## config.mk

```make
export PLATFORM = sky130hd
export DESIGN_NAME = alu_result_stage
export DESIGN_NICKNAME = d
export VERILOG_FILES = /design/src/rtl/alu_pkg.sv /design/src/rtl/alu_flag_gen.sv /design/src/rtl/alu_result_stage.sv
export SDC_FILE = /design/constraint.sdc
export NUM_CORES = 1
export LEC_CHECK = 0
export CAP_MARGIN = 0
export CORE_MARGIN = 2
export CORE_UTILIZATION = 25
export CTS_CLUSTER_DIAMETER = 100
export CTS_CLUSTER_SIZE = 30
export DETAILED_ROUTE_END_ITERATION = 8
export PLACE_DENSITY = 0.46
export SYNTH_ARGS = -nofsm -noshare
export SYNTH_HDL_FRONTEND = slang
export SYNTH_SLANG_ARGS = --single-unit
```

## constraint.sdc

```tcl
create_clock -name clk -period 1.6 [get_ports clk]
set_input_delay 0.32 -clock clk [delete_from_list [all_inputs] [get_ports clk]]
set_output_delay 0.32 -clock clk [all_outputs]
set_load 0.01 [all_outputs]
```

## src/rtl/alu_pkg.sv

```systemverilog
// Shared definitions for the ALU result stage: op codes, buffer states, field widths.
// Latency: n/a (package only).
// Backpressure: n/a (package only).
package alu_pkg;

    // Entry payload field widths (defaults for the stage parameters).
    localparam int OP_W        = 3;
    localparam int WIDTH_DEF   = 16;
    localparam int RD_W_DEF    = 3;

    // Legal ALU mux selects; anything above ALU_OP_MAX is not a real operation.
    localparam logic [OP_W-1:0] ALU_OP_AND = 3'd0;
    localparam logic [OP_W-1:0] ALU_OP_OR  = 3'd1;
    localparam logic [OP_W-1:0] ALU_OP_ADD = 3'd2;
    localparam logic [OP_W-1:0] ALU_OP_SUB = 3'd3;
    localparam logic [OP_W-1:0] ALU_OP_SLT = 3'd4;
    localparam logic [OP_W-1:0] ALU_OP_MAX = 3'd4;

    // Occupancy of the two-entry skid buffer.
    typedef enum logic [1:0] {
        EMPTY = 2'd0,
        ONE   = 2'd1,
        FULL  = 2'd2
    } state_t;

    function automatic logic op_is_illegal(input logic [OP_W-1:0] op);
        return (op > ALU_OP_MAX);
    endfunction

endpackage

```

## src/rtl/alu_flag_gen.sv

```systemverilog
// Zero/negative flag derivation for an ALU result.
// Latency: combinational, 0 cycles.
// Backpressure: none (pure function of i_result).
//
// Ports:
//   i_result  WIDTH-bit ALU result
//   o_zero    1 when i_result is all zeros
//   o_neg     sign bit of i_result
module alu_flag_gen #(
    parameter int WIDTH = 16
) (
    input  logic [WIDTH-1:0] i_result,
    output logic             o_zero,
    output logic             o_neg
);

    assign o_zero = (i_result == '0);
    assign o_neg  = i_result[WIDTH-1];

endmodule

```

## src/rtl/alu_result_stage.sv

```systemverilog
// Execute-to-writeback stage: buffers ALU result + rd/wen/op with zero/neg flags.
// Latency: 1 cycle from input transfer to out_valid when empty; 1 entry/cycle sustained.
// Backpressure: 2-entry skid buffer, in_ready registered and low only while both entries are held.
//
// Ports:
//   clk, reset            clock and synchronous active-high reset
//   flush                 synchronous discard of all buffered entries
//   in_valid/in_ready     upstream handshake; in_result/in_operation/in_rd/in_wen payload
//   out_valid/out_ready   writeback handshake; out_result/out_operation/out_rd/out_wen payload
//   out_zero, out_neg     flags of out_result, captured with the entry
//   illegal_op            (only with ALU_RESULT_STAGE_ILLEGAL_OP_EN) sticky flag, an
//                         operation code above ALU_OP_MAX was accepted; cleared by reset only
//
// Optional feature macro: ALU_RESULT_STAGE_ILLEGAL_OP_EN. When defined, entries with an
// illegal operation code are accepted but stored with wen=0 and set illegal_op.
module alu_result_stage
    import alu_pkg::*;
#(
    parameter int WIDTH = WIDTH_DEF,
    parameter int RD_W  = RD_W_DEF
) (
    input  logic             clk,
    input  logic             reset,
    input  logic             flush,
    input  logic             in_valid,
    output logic             in_ready,
    input  logic [WIDTH-1:0] in_result,
    input  logic [OP_W-1:0]  in_operation,
    input  logic [RD_W-1:0]  in_rd,
    input  logic             in_wen,
    output logic             out_valid,
    input  logic             out_ready,
    output logic [WIDTH-1:0] out_result,
    output logic [OP_W-1:0]  out_operation,
    output logic [RD_W-1:0]  out_rd,
    output logic             out_wen,
    output logic             out_zero,
    output logic             out_neg
`ifdef ALU_RESULT_STAGE_ILLEGAL_OP_EN
    ,
    output logic             illegal_op
`endif
);

    typedef struct packed {
        logic [WIDTH-1:0] result;
        logic [OP_W-1:0]  op;
        logic [RD_W-1:0]  rd;
        logic             wen;
        logic             zero;
        logic             neg;
    } entry_t;

    // Reset image of an entry: result 0 means the zero flag is set.
    localparam entry_t ENTRY_RST = '{result: '0, op: '0, rd: '0, wen: 1'b0,
                                     zero: 1'b1, neg: 1'b0};

    state_t r_state;
    state_t w_state_nxt;
    logic   r_in_ready;
    entry_t r_main;
    entry_t r_skid;
    entry_t w_in_entry;

    logic   w_zero;
    logic   w_neg;
    logic   w_in_xfer;
    logic   w_out_xfer;
    logic   w_out_valid;
    logic   w_main_ld_in;
    logic   w_main_ld_skid;
    logic   w_skid_ld;

    // ------------------------------------------------------------------
    // Input entry assembly; flags are computed once here and travel with
    // the entry so they are valid whenever it is presented downstream.
    // ------------------------------------------------------------------
    alu_flag_gen #(
        .WIDTH (WIDTH)
    ) u_flag_gen (
        .i_result (in_result),
        .o_zero   (w_zero),
        .o_neg    (w_neg)
    );

`ifdef ALU_RESULT_STAGE_ILLEGAL_OP_EN
    logic w_illegal;
    assign w_illegal = op_is_illegal(in_operation);
`endif

    always_comb begin
        w_in_entry        = ENTRY_RST;
        w_in_entry.result = in_result;
        w_in_entry.op     = in_operation;
        w_in_entry.rd     = in_rd;
`ifdef ALU_RESULT_STAGE_ILLEGAL_OP_EN
        w_in_entry.wen    = in_wen & ~w_illegal;
`else
        w_in_entry.wen    = in_wen;
`endif
        w_in_entry.zero   = w_zero;
        w_in_entry.neg    = w_neg;
    end

    // ------------------------------------------------------------------
    // Handshakes
    // ------------------------------------------------------------------
    assign w_out_valid = (r_state != EMPTY);
    assign w_in_xfer   = in_valid & r_in_ready;
    assign w_out_xfer  = w_out_valid & out_ready;

    // ------------------------------------------------------------------
    // FSM: state register (in_ready is registered alongside so it always
    // equals "state != FULL" without a combinational path from out_ready).
    // ------------------------------------------------------------------
    always_ff @(posedge clk) begin
        if (reset) begin
            r_state    <= EMPTY;
            r_in_ready <= 1'b1;
        end else begin
            r_state    <= w_state_nxt;
            r_in_ready <= (w_state_nxt != FULL);
        end
    end

    // FSM: next-state logic
    always_comb begin
        w_state_nxt = r_state;
        case (r_state)
            EMPTY: begin
                if (w_in_xfer) w_state_nxt = ONE;
            end
            ONE: begin
                if (w_in_xfer && !w_out_xfer)      w_state_nxt = FULL;
                else if (!w_in_xfer && w_out_xfer) w_state_nxt = EMPTY;
            end
            FULL: begin
                if (w_out_xfer) w_state_nxt = ONE;
            end
            default: w_state_nxt = EMPTY;
        endcase
        // Flush drops everything, including an input offered this cycle.
        if (flush) w_state_nxt = EMPTY;
    end

    // FSM: datapath load controls
    always_comb begin
        w_main_ld_in   = 1'b0;
        w_main_ld_skid = 1'b0;
        w_skid_ld      = 1'b0;
        if (!flush) begin
            case (r_state)
                EMPTY: w_main_ld_in = w_in_xfer;
                ONE: begin
                    // Simultaneous in/out keeps occupancy at one: main reloads.
                    w_main_ld_in = w_in_xfer & w_out_xfer;
                    w_skid_ld    = w_in_xfer & ~w_out_xfer;
                end
                FULL:    w_main_ld_skid = w_out_xfer;
                default: ;
            endcase
        end
    end

    // ------------------------------------------------------------------
    // Entry storage: only written on an explicit load, so the presented
    // payload is stable while the consumer stalls.
    // ------------------------------------------------------------------
    always_ff @(posedge clk) begin
        if (reset) begin
            r_main <= ENTRY_RST;
            r_skid <= ENTRY_RST;
        end else begin
            if (w_main_ld_in) begin
                r_main <= w_in_entry;
            end else if (w_main_ld_skid) begin
                r_main <= r_skid;
            end
            if (w_skid_ld) begin
                r_skid <= w_in_entry;
            end
        end
    end

`ifdef ALU_RESULT_STAGE_ILLEGAL_OP_EN
    logic r_illegal_op;

    // Sticky: set only by an entry actually accepted (not one dropped by flush).
    always_ff @(posedge clk) begin
        if (reset) begin
            r_illegal_op <= 1'b0;
        end else if (w_in_xfer && !flush && w_illegal) begin
            r_illegal_op <= 1'b1;
        end
    end

    assign illegal_op = r_illegal_op;
`endif

    // ------------------------------------------------------------------
    // Outputs
    // ------------------------------------------------------------------
    assign in_ready      = r_in_ready;
    assign out_valid     = w_out_valid;
    assign out_result    = r_main.result;
    assign out_operation = r_main.op;
    assign out_rd        = r_main.rd;
    assign out_wen       = r_main.wen & w_out_valid;
    assign out_zero      = r_main.zero;
    assign out_neg       = r_main.neg;

endmodule

```

=== Yosys cells after proc, flatten, opt, wreduce, memory -nomap -nowiden ===
Cells that the tools add are included.

* Eq/ne operators: 3
* Mux-type cells: 14
* Bitwise logic cells: 6
* Reductions and logical operators: 8

{| class="wikitable"
|+ Operators with widths
! cell !! count
|-
| $mux 25 || 2
|-
| $logic_not 16->1 || 1
|-
| $mux 2 || 5
|-
| $pmux 2 s3 || 1
|-
| $and 1x1->1 || 5
|-
| $mux 1 || 5
|-
| $reduce_bool 2->1 || 2
|-
| $eq 2x1->1 const B || 1
|-
| $eq 2x2->1 const B || 1
|-
| $logic_and 1x1->1 || 2
|-
| $logic_not 1->1 || 2
|-
| $logic_not 2->1 || 1
|-
| $ne 2x2->1 const B || 1
|-
| $pmux 1 s2 || 1
|-
| $not 1->1 || 1
|}

* Flip-flop bits (word level): 53
* Input bits: 28
* Output and inout port bits: 27
* Word-level logic and storage cells: 45

=== Longest topological paths before layout ===
Gate-level depths: netlist of the first run.

* Depth after elaboration: 8
* Gate-level depth with buffers: 6
* Depth with buffers taken out: 4

=== By module ===
A second synthesis of the first run with hierarchy kept.

* Cell total of the unflattened synthesis: 298
* Area, all modules: 2,511.2 um^2

{| class="wikitable"
|+ By module, submodules not included
! module !! times used !! cells an instance !! area an instance (um^2) !! sequential area each (um^2)
|-
| alu_result_stage || 1 || 292 || 2,469.9 || 1,061.0
|-
| alu_flag_gen || 1 || 6 || 41.3 || 0.0
|}

=== Least setup slack after synthesis of the first run ===
No wires, ideal clock.

* Kind: reg2reg
* Start: reg r_state[0]
* End: reg r_main (netlist bit out_result[10])
* Library setup time: 0.134 ns
* Arrival: 1.207 ns
* Required time: 1.466 ns
* Path slack: 0.259 ns
* Stages on the path, launching flop included: 6
* Buffers on the path: 2
* Period minus slack after synthesis: 1.341 ns
* Cells stage by stage: dfxtp_1 -> nor4bb_1 -> buf_4 -> buf_12 -> mux2i_1 -> a211oi_2

* Word-level cells in the longest chain between the ends: 6
* Elaborated cells on any way between the ends: 12
* Those cells by class: eq/ne (2); mux (5); bitwise (2); reduce/logical (3)

{| class="wikitable"
|+ RTL lines
! item !! line !! source
|-
| start, declared || alu_result_stage.sv:58 || <nowiki>state_t r_state;</nowiki>
|-
| start signal, assigned || alu_result_stage.sv:121 || <nowiki>r_state <= w_state_nxt;</nowiki>
|-
| $reduce_bool 2->1 || alu_result_stage.sv:108 || <nowiki>assign w_out_valid = (r_state != EMPTY);</nowiki>
|-
| $and 1x1->1 || alu_result_stage.sv:110 || <nowiki>assign w_out_xfer = w_out_valid & out_ready;</nowiki>
|-
| $and 1x1->1 || alu_result_stage.sv:156 || <nowiki>w_main_ld_in = w_in_xfer & w_out_xfer;</nowiki>
|-
| $pmux 1 s2 || alu_result_stage.sv:152 || <nowiki>case (r_state)</nowiki>
|-
| $mux 1 || alu_result_stage.sv:151 || <nowiki>if (!flush) begin</nowiki>
|-
| $mux 25 / $reduce_bool 2->1 (equally long branches) || -- ||
|-
| end signal, assigned || alu_result_stage.sv:175 || <nowiki>r_main <= w_in_entry;</nowiki>
|-
| end signal, assigned || alu_result_stage.sv:177 || <nowiki>r_main <= r_skid;</nowiki>
|-
| end, declared || alu_result_stage.sv:61 || <nowiki>entry_t r_main;</nowiki>
|}

Parallel ways exist; a longest one is shown, timed or not.
A chain may end at the register's enable or synchronous reset.

=== Worst setup path after layout of the first run ===
* Start: reg r_main (netlist bit out_result[5])
* End: out out_result[5]

{| class="wikitable"
|+ RTL lines
! item !! line !! source
|-
| end, declared || alu_result_stage.sv:33 || <nowiki>output logic [WIDTH-1:0] out_result,</nowiki>
|}

No word-level cell between the ends.

==> flow_summary_export.csv, run 1 <==
group,metric,value,unit
outcome,outcome,"finished clean",
sta,fin_tns_setup,0,ps
sta,worst_slew_margin_rel,73.65,%
global_route,grt_overflow_total,0,
floorplanning,die_h,97.72,um
cts,worstSkewPairLatency,300,ps
cts,cts.path.max_buffers,2,
synth,synthTopCellsByArea,"dfxtp_1 (46%), nand2_1 (11%), a21oi_1 (9.3%), buf_4 (7.9%), a22oi_1 (5.5%)",
worst_setup_path,rrSetupSlack,120,ps
worst_setup_path,r2r_cells,7,
power,peakVddDrop,0.0003449,V
finish,final_common_cell,"nand2_1",
cts,numClockSinks,51,
sta,period_minus_slack,1542,ps
routing,vias_per_cell,4.468,
synth,avgSynthCellArea,8.578,um2
synth,netlist_area,2196,um2
worst_setup_path,required,1280,ps
floorplanning,dieArea,9549,um2
floorplanning,coreArea,8636,um2
synth,synthArstFlopShare,0,%
power,intPower,1801,uW
power,cellPowerDensity,807.4,nW/um2
global_route,grtUsageTotal,11.66,%
hold_path,hold_path_depth,2,
floorplanning,initial_utilization,25.43,%
routing,num_vias,1841,
synth,synthCells,256,
power,seq_power_share,55.8,%
worst_setup_path,crit_path_cell_trace,"clkdlybuf4s50_1",
worst_setup_path,arrival,1220,ps
routing,wl_per_cell,13.47,um
power,switchingPower,584.2,uW
synth,synth_nets,284,
power,clock_power_share,29.3,%
finish,antenna_cells,0,
global_route,grt_max_degree,20,
sta,hold_viol,0,
worst_setup_path,critPathBufInv,1,
sta,hold_slack,361.0,ps
sta,tightest_slew,391.6,ps
synth,synth-edff-count,0,
power,power_frac_comb,14.9,%
synth,yosysTopAreaCell,"dfxtp_1",
worst_setup_path,slowest_stage,"clkdlybuf4s50_1",
worst_setup_path,worst_setup_path_end_kind,"output port",
floorplanning,die_x,97.72,um
floorplanning,num_rows,34,
global_route,grt_pass1_vias,1792,
sta,clock_skew,8.407,ps
worst_setup_path,crit_family,"buffers and inverters",
finish,final_cell_mix,"nand2_1 (64), dfxtp_1 (50), clkdlybuf4s50_1 (48), a21oi_1 (41), buf_4 (21)",
power,p_leak,0.001024,uW
power,swShare,24.49,%
synth,ys_seq_area_share,46.50,%
global_route,antenna_found_initial,0,
finish,fillers,910,
worst_setup_path,crit_fanout,2,
routing,ant_nets,0,
job,drv_cap,0,
place,place.gp.congestion,0.7422,
worst_setup_path,r2r_start,"r_state[0]",
place,hpwl,4028,um
cts,htree_levels,2,
worst_setup_path,path_class,"flop to output port",
sta,max_freq,648.5,MHz
cts,cts_root_buf,"clkbuf_8",
finish,drive_above_1_share,14.47,%
worst_setup_path,worst_setup_path_start_kind,"flop",
worst_setup_path,path_depth,1,
routing,drtPass1Iterations,4,
cts,cts_hold_buf,0,
place,port_buffers,54,
worst_setup_path,cpPeakStageDelay,550,ps
cts,clk_pin_slew_worst_paths,90,ps
hold_path,hold_start,"out_ready",
floorplanning,pin_count,55,
synth,synth_cell_types,30,
routing,wl,5550,um
hold_path,worstHoldEndpoint,"in_ready",
routing,route.detailed.drc,0,
sta,rsz0062_at_grt,"false",
synth,netlist.area_leader.share,46.50,%
worst_setup_path,timing.rr.end,"out_rd[0]",
finish,syn_to_final_growth,34.53,%
cts,cts_tree,"done",
finish,final_nets,333,
synth,synth-seq-cells,51,
global_route,grt_pass1_wl,8976,um
hold_path,hold_path_class,"input pin to flop",
synth,yosys_warnings,0,
synth,synth_ff_type,"dfxtp_1",
cts,cts_buffers,5,
sta,setup_viol,0,
sta,slew_viol_final,0,
sta,finalCritPeriodShare,96.37,%
routing,drtIter0Drc,49,
## layer usage
layer  routed length [um]  vias up  GRT usage [%]
li1                     -      955              -
met1                 2705      838          15.84
met2                 2529       42          18.46
met3                  256        6          3.165
met4                   59        0          2.885
met5                    0        -              0
## power by group through the flow
| stage | Combinational, uW | Sequential, uW | Clock [uW] |
|---|---|---|---|
| floorplan | 173 | 1360 | 0 |
| global placement | 361 | 1360 | 0 |
| detailed placement | 361 | 1360 | 0 |
| CTS | 361 | 1330 | 725 |
| global route | 388 | 1340 | 770 |
| finish | 355 | 1330 | 698 |
## final cells by class
cell class	instances	area (um2)	area share, %
inverters	1	3.754	0.1271
repair buffers	79	774.5	26.22
well taps	108	135.1	4.574
multi-input cells	167	945.9	32.02
clock buffers	6	72.57	2.457
flip-flops and latches	51	1022	34.60
## cells by family after synthesis
group           after synthesis  share of synthesized area [%]
flops                        51                          46.50
buf+inv                      38                          11.62
compound gates               69                          19.89
simple gates                 89                          17.89
mux                           9                          4.103
## stage by stage
stage | instances | area (um2) | utilization [%] | power [uW] | setup slack [ps]
2_1_floorplan | 256 | 2196 | - | 1531 | 259.1
3_3_place_gp | 406 | 2870 | 33.24 | 1723 | -361.6
3_5_place_dp | 406 | 2870 | 33.24 | 1723 | -363.2
4_1_cts | 412 | 2937 | 34.00 | 2419 | 7.546
5_1_grt | 412 | 2954 | 34.21 | 2496 | 2.011
6_report | 412 | 2954 | 34.21 | 2385 | 58.04
## timing repair
action	in CTS	in global routing
gates resized for setup	6	6
endpoints found under the setup margin	14	33
pin swaps	1	1
buffers inserted	0	0
## synth_stat cells, types with 3 or more instances
cell type  instances
nor4_1             4
a211oi_1           4
nand2_1           65
buf_2              8
dfxtp_1           51
a21oi_1           41
nor2_1             8
clkbuf_1           5
mux2i_1            9
a211oi_2           3
buf_4             23
a22oi_1           16
## how the worst max path moves through the flow
stage	from	endpoint	slack (ps)
2_1_floorplan	r_state[0]	out_result[10]	260
3_3_place_gp	out_ready	out_zero	-360
3_5_place_dp	out_ready	out_zero	-360
4_1_cts	in_ready	in_ready	8
5_1_grt	out_zero	out_zero	2
6_report	out_result[5]	out_result[5]	60
## state kept, by name, indices dropped and copies added (netlist names)
register / count
out_zero: 1
r_state: 2
out_result: 16
r_main: 1
r_skid: 24
in_ready: 1
out_rd: 3
out_operation: 3
No activity file was read; power rests on OpenSTA's default activity.
==> run 2: changes to the inputs <==
Settings changed: CTS_BUF_LIST set to sky130_fd_sc_hd__clkbuf_4.
==> run 2 against run 1 <==
Net effect: register-to-register slack worse by 30 ps; via count is 0.65% lower; first-iteration DRC count is 18% lower; sequential share of layout area is 0.18 points higher; utilization hardly changed; highest routed layer unchanged; global-route usage hardly changed; worst setup slack worse by 6.1 ps; hold slack better by 12 ps; fmax is 0.40% lower; critical path depth stayed put; cell area hardly changed; clock skew is 1.3 ps lower.
==> flow_summary_export.csv, run 2 (same netlist as run 1, synthesis figures left out) <==
group,metric,value,unit
finish,largest-register,"r_skid",
global_route,use_met2,18.62,%
power,cellPowerDensity,754.8,nW/um2
place,port_buffers,54,
hold_path,hold_start,"reset",
global_route,grt_pass1_vias,1791,
power,swShare,25.04,%
finish,syn_to_final_growth,34.64,%
worst_setup_path,crit_path_cell_trace,"clkdlybuf4s50_1",
worst_setup_path,path_class,"flop to output port",
worst_setup_path,arrival,1230,ps
power,clock_power_share,24.9,%
place,hpwl,4028,um
routing,vias_per_cell,4.439,
finish,final_common_cell,"nand2_1",
finish,drive_above_1_share,16.12,%
sta,hold_viol,0,
cts,cts_hold_buf,0,
worst_setup_path,rrSetupSlack,90,ps
worst_setup_path,worst_setup_path_end_kind,"output port",
routing,wl,5556,um
finish,antenna_cells,0,
power,p_leak,0.001268,uW
global_route,grtUsageTotal,11.70,%
worst_setup_path,crit_family,"buffers and inverters",
sta,slew_viol_final,0,
worst_setup_path,slowest_stage,"clkdlybuf4s50_1",
finish,largest_reg_flops,24,
place,place.gp.congestion,0.7422,
worst_setup_path,required,1280,ps
routing,wl_per_cell,13.49,um
cts,clk_pin_slew_worst_paths,130,ps
sta,max_freq,646.0,MHz
floorplanning,num_rows,34,
routing,num_vias,1829,
cts,cts_buffers,5,
global_route,use_met1,15.84,%
global_route,gr-usage-met3,3.165,%
worst_setup_path,r2r_start,"r_state[0]",
worst_setup_path,worst_setup_path_start_kind,"flop",
cts,worstSkewPairLatency,350,ps
finish,final_nets,333,
finish,final_util,34.24,%
routing,ant_nets,0,
floorplanning,dieArea,9549,um2
power,peakVddDrop,0.0002892,V
power,seq_power_share,59.7,%
sta,finalCritPeriodShare,96.76,%
global_route,grt_pass1_wl,9004,um
sta,fin_tns_setup,0,ps
sta,rsz0062_at_grt,"true",
cts,numClockSinks,51,
floorplanning,die_h,97.72,um
floorplanning,pin_count,55,
power,intPower,1673,uW
worst_setup_path,r2r_cells,6,
worst_setup_path,cpPeakStageDelay,530,ps
sta,tightest_slew,397.9,ps
floorplanning,coreArea,8636,um2
worst_setup_path,crit_fanout,2,
cts,cts_root_buf,"clkbuf_4",
hold_path,hold_path_depth,2,
sta,worst_slew_margin_rel,73.23,%
sta,setup_viol,0,
cts,postCtsSetupBuffers,0,
hold_path,hold_path_class,"input pin to flop",
global_route,grt_max_degree,20,
sta,clock_skew,7.137,ps
worst_setup_path,worstSetupStartpoint,"out_operation[1]",
worst_setup_path,timing.rr.end,"out_zero",
global_route,antenna_found_initial,0,
job,drv_cap,0,
worst_setup_path,critPathBufInv,1,
cts,cts_tree,"done",
global_route,grt_overflow_total,0,
hold_path,worstHoldEndpoint,"out_result[4]",
cts,htree_levels,2,
finish,final_cell_mix,"nand2_1 (64), dfxtp_1 (45), a21oi_1 (41), clkdlybuf4s50_1 (27), buf_4 (21)",
sta,period_minus_slack,1548,ps
routing,drtPass1Iterations,4,
worst_setup_path,path_depth,1,
cts,cts.path.max_buffers,2,
routing,drtIter0Drc,40,
floorplanning,die_x,97.72,um
global_route,busiest_layer,"met2",
routing,route.detailed.drc,0,
power,power_frac_comb,15.4,%
power,switchingPower,558.7,uW
floorplanning,initial_utilization,25.43,%
outcome,outcome,"finished clean",
## run 2: cell types whose count changed in the layout (fill, tap and decap cells not counted), sizes merged
cell           delta
clkdlybuf4s50    -21
dlymetal6s2s     +12
dlygate4sd2       +9
## run 2: timing repair
action / CTS / global route
endpoints found under the setup margin: 14 / 34
pin swaps: 0 / 1
resized for setup: 20 / 19
## run 2: per-stage QoR
stage               std cells  cell area [um2]  hold WS (ps)  setup WS [ps]  total power (uW)
floorplan                 256             2196         396.2          259.1              1531
global placement          406             2870         441.1         -361.6              1723
detailed placement        406             2870         448.0         -363.2              1723
CTS                       412             2907         354.8          1.892              2276
global route              412             2957         374.4         -18.20              2347
finish                    412             2957         372.8          51.91              2232
## run 2: area by class of cell
type / instances / area, um2
Fill cell: 912 / 5679
Tap cell: 108 / 135.1
Clock buffer: 6 / 45.04
Timing Repair Buffer: 79 / 799.5
Multi-Input combinational cell: 167 / 944.7
Sequential cell: 51 / 1028
Inverter: 1 / 3.754
## run 2: how the worst max path moves through the flow
stage                     slack [ps]          endpoint
after floorplan                  260    out_result[10]
after global placement          -360          out_zero
after CTS                          2           out_neg
after detailed placement        -360          out_zero
final                             50  out_operation[1]
after global routing             -20          out_zero
## run 2: power groups by stage
stage	Combinational [uW]	Sequential, uW	Clock (uW)
5_1_grt	376	1340	631
2_1_floorplan	173	1360	0
3_3_place_gp	361	1360	0
3_5_place_dp	361	1360	0
4_1_cts	353	1340	589
6_report	343	1330	556
## run 2: worst register-to-register path: cells and delay by family (launching register included)
| kind | cells | cell delay (ps) |
|---|---|---|
| AOI/OAI and AO/OA | 3 | 380 |
| buffers and inverters | 2 | 350 |
| DFF | 1 | 340 |
| and+or+nand+nor | 1 | 340 |
## run 2: per-layer routing
layer	wire (um)	part of all wire, %
met5	0	0
met1	2744	49
met4	46	0.83
met2	2513	45
met3	252	4.5
==> run 3: changes to the inputs <==
Settings changed: CAP_MARGIN 0 to 20.
Clock period 1.6 ns to 1.8 ns, I/O delays scaled along.
==> run 3 against run 2 <==
Net effect: total power is 4.1% lower; non-clock buffer count is 5 lower; die area stayed put; global-route usage is 0.34 points higher; utilization is 0.71 points lower; via count is 1.5% higher; combinational power is 9.6% lower; clock power is 16% higher.
==> flow_summary_export.csv, run 3 (same netlist as run 1, synthesis figures left out) <==
group,metric,value,unit
sta,fin_ws,65.19,ps
worst_setup_path,required,1440,ps
place,dpl_cell_area,2820,um2
floorplanning,num_rows,34,
sta,slew_viol_final,0,
worst_setup_path,arrival,1370,ps
cts,cts_tree,"done",
routing,drtPass1Iterations,4,
sta,clock_skew,9.195,ps
sta,hold_viol,0,
routing,route.detailed.drc,0,
finish,final_cell_mix,"nand2_1 (65), clkdlybuf4s50_1 (51), dfxtp_1 (50), a21oi_1 (41), buf_4 (17)",
worst_setup_path,worst_setup_path_start_kind,"flop",
floorplanning,die_x,97.72,um
job,drv_cap,0,
finish,largest-register,"r_skid",
hold_path,hold_path_class,"input pin to flop",
sta,rsz0062_at_grt,"false",
finish,antenna_cells,0,
power,cellPowerDensity,739.1,nW/um2
sta,max_freq,576.4,MHz
routing,ant_nets,0,
cts,cts_root_buf,"clkbuf_4",
floorplanning,pin_count,55,
outcome,outcome,"finished clean",
routing,num_vias,1857,
cts,htree_levels,2,
routing,wl,5601,um
cts,cts_hold_buf,0,
worst_setup_path,path_class,"flop to output port",
sta,tightest_slew,438.2,ps
power,p_total,2140,uW
power,p_leak,0.0009847,uW
floorplanning,coreArea,8636,um2
sta,worst_slew_margin_rel,70.79,%
routing,drtIter0Drc,64,
finish,fillers,926,
routing,wl_per_cell,13.73,um
floorplanning,dieArea,9549,um2
routing,vias_per_cell,4.551,
worst_setup_path,worst_setup_path_end_kind,"output port",
place,place.gp.congestion,0.7130,
cts,clk_pin_slew_worst_paths,140,ps
cts,worstSkewPairLatency,360,ps
global_route,antenna_found_initial,0,
floorplanning,initial_utilization,25.43,%
finish,largest_reg_flops,24,
global_route,grtUsageTotal,12.04,%
worst_setup_path,slowest_stage,"dfxtp_2",
place,preCtsSetupSlack,-178.5,ps
cts,cts.path.max_buffers,2,
power,peakVddDrop,0.0002767,V
sta,finalCritPeriodShare,96.38,%
finish,final_util,33.53,%
worst_setup_path,crit_fanout,2,
finish,syn_to_final_growth,31.85,%
finish,final_area,2895,um2
worst_setup_path,cpPeakStageDelay,340,ps
global_route,grt_pass1_vias,1868,
cts,cts_buffers,5,
sta,hold_slack,432.4,ps
place,port_buffers,54,
global_route,grt_pass1_wl,9294,um
place,hpwl,4078,um
worst_setup_path,crit_path_cell_trace,"or2_2, and2_1, clkdlybuf4s15_1",
finish,drive_above_1_share,12.33,%
global_route,grt_max_degree,22,
finish,final_nets,328,
sta,period_minus_slack,1735,ps
sta,setup_viol,0,
cts,numClockSinks,51,
global_route,grt_overflow_total,0,
floorplanning,die_h,97.72,um
finish,final_common_cell,"nand2_1",
[run 3: report_power, final]
group / internal (uW) / total, uW / leakage [uW] / switching (uW)
combinational: 171 / 310 / 0.000528 / 139
sequential: 1170 / 1180 / 0.000415 / 19.1
clock: 302 / 645 / 0.0000417 / 343
total: 1640 / 2140 / 0.000985 / 501
[run 3: area by class of cell]
type	count	area, um2	area share, %
flip-flops and latches	51	1022	35.31
multi-input cells	167	937.1	32.37
repair buffers	74	721.9	24.94
well taps	108	135.1	4.667
clock buffers	6	45.04	1.556
clock inverters	1	30.03	1.037
inverters	1	3.754	0.1296
[run 3: path summary, 6_finish.rpt]
check / start / to / slack [ps] / cells past startpoint
worst min register to register: r_skid[15] / r_skid[15] / 460 / 2
worst min-delay path: reset / r_skid[11] / 430 / 2
worst max register to register: r_state[0] / out_zero / 250 / 6
worst max-delay path: r_state[1] / out_wen / 70 / 3
[run 3: repair_timing]
action | 4_1_cts | 5_1_grt
gates resized for setup | 2 | 2
endpoints found under the setup margin | 2 | 1
buffers inserted | 0 | 0
cloned | 0 | 0
pin swaps | 0 | 0
[run 3: critical path, delay by kind of cell, from the launching register on]
family        cells  cell delay, ps
simple gates      2             450
flops             1             340
buf+inv           1             220
[run 3: routing by layer]
layer  part of all wire [%]  GRT usage, %
met5                      0             0
met4                   0.98         2.885
met3                    4.8         3.453
met2                     46         19.73
met1                     48         15.73
[run 3: through the flow]
| step | TNS (ps) | instances |
|---|---|---|
| after floorplan | 0 | 256 |
| after global placement | -2421 | 401 |
| after detailed placement | -3679 | 401 |
| after CTS | 0 | 408 |
| after global routing | 0 | 408 |
| final | 0 | 408 |
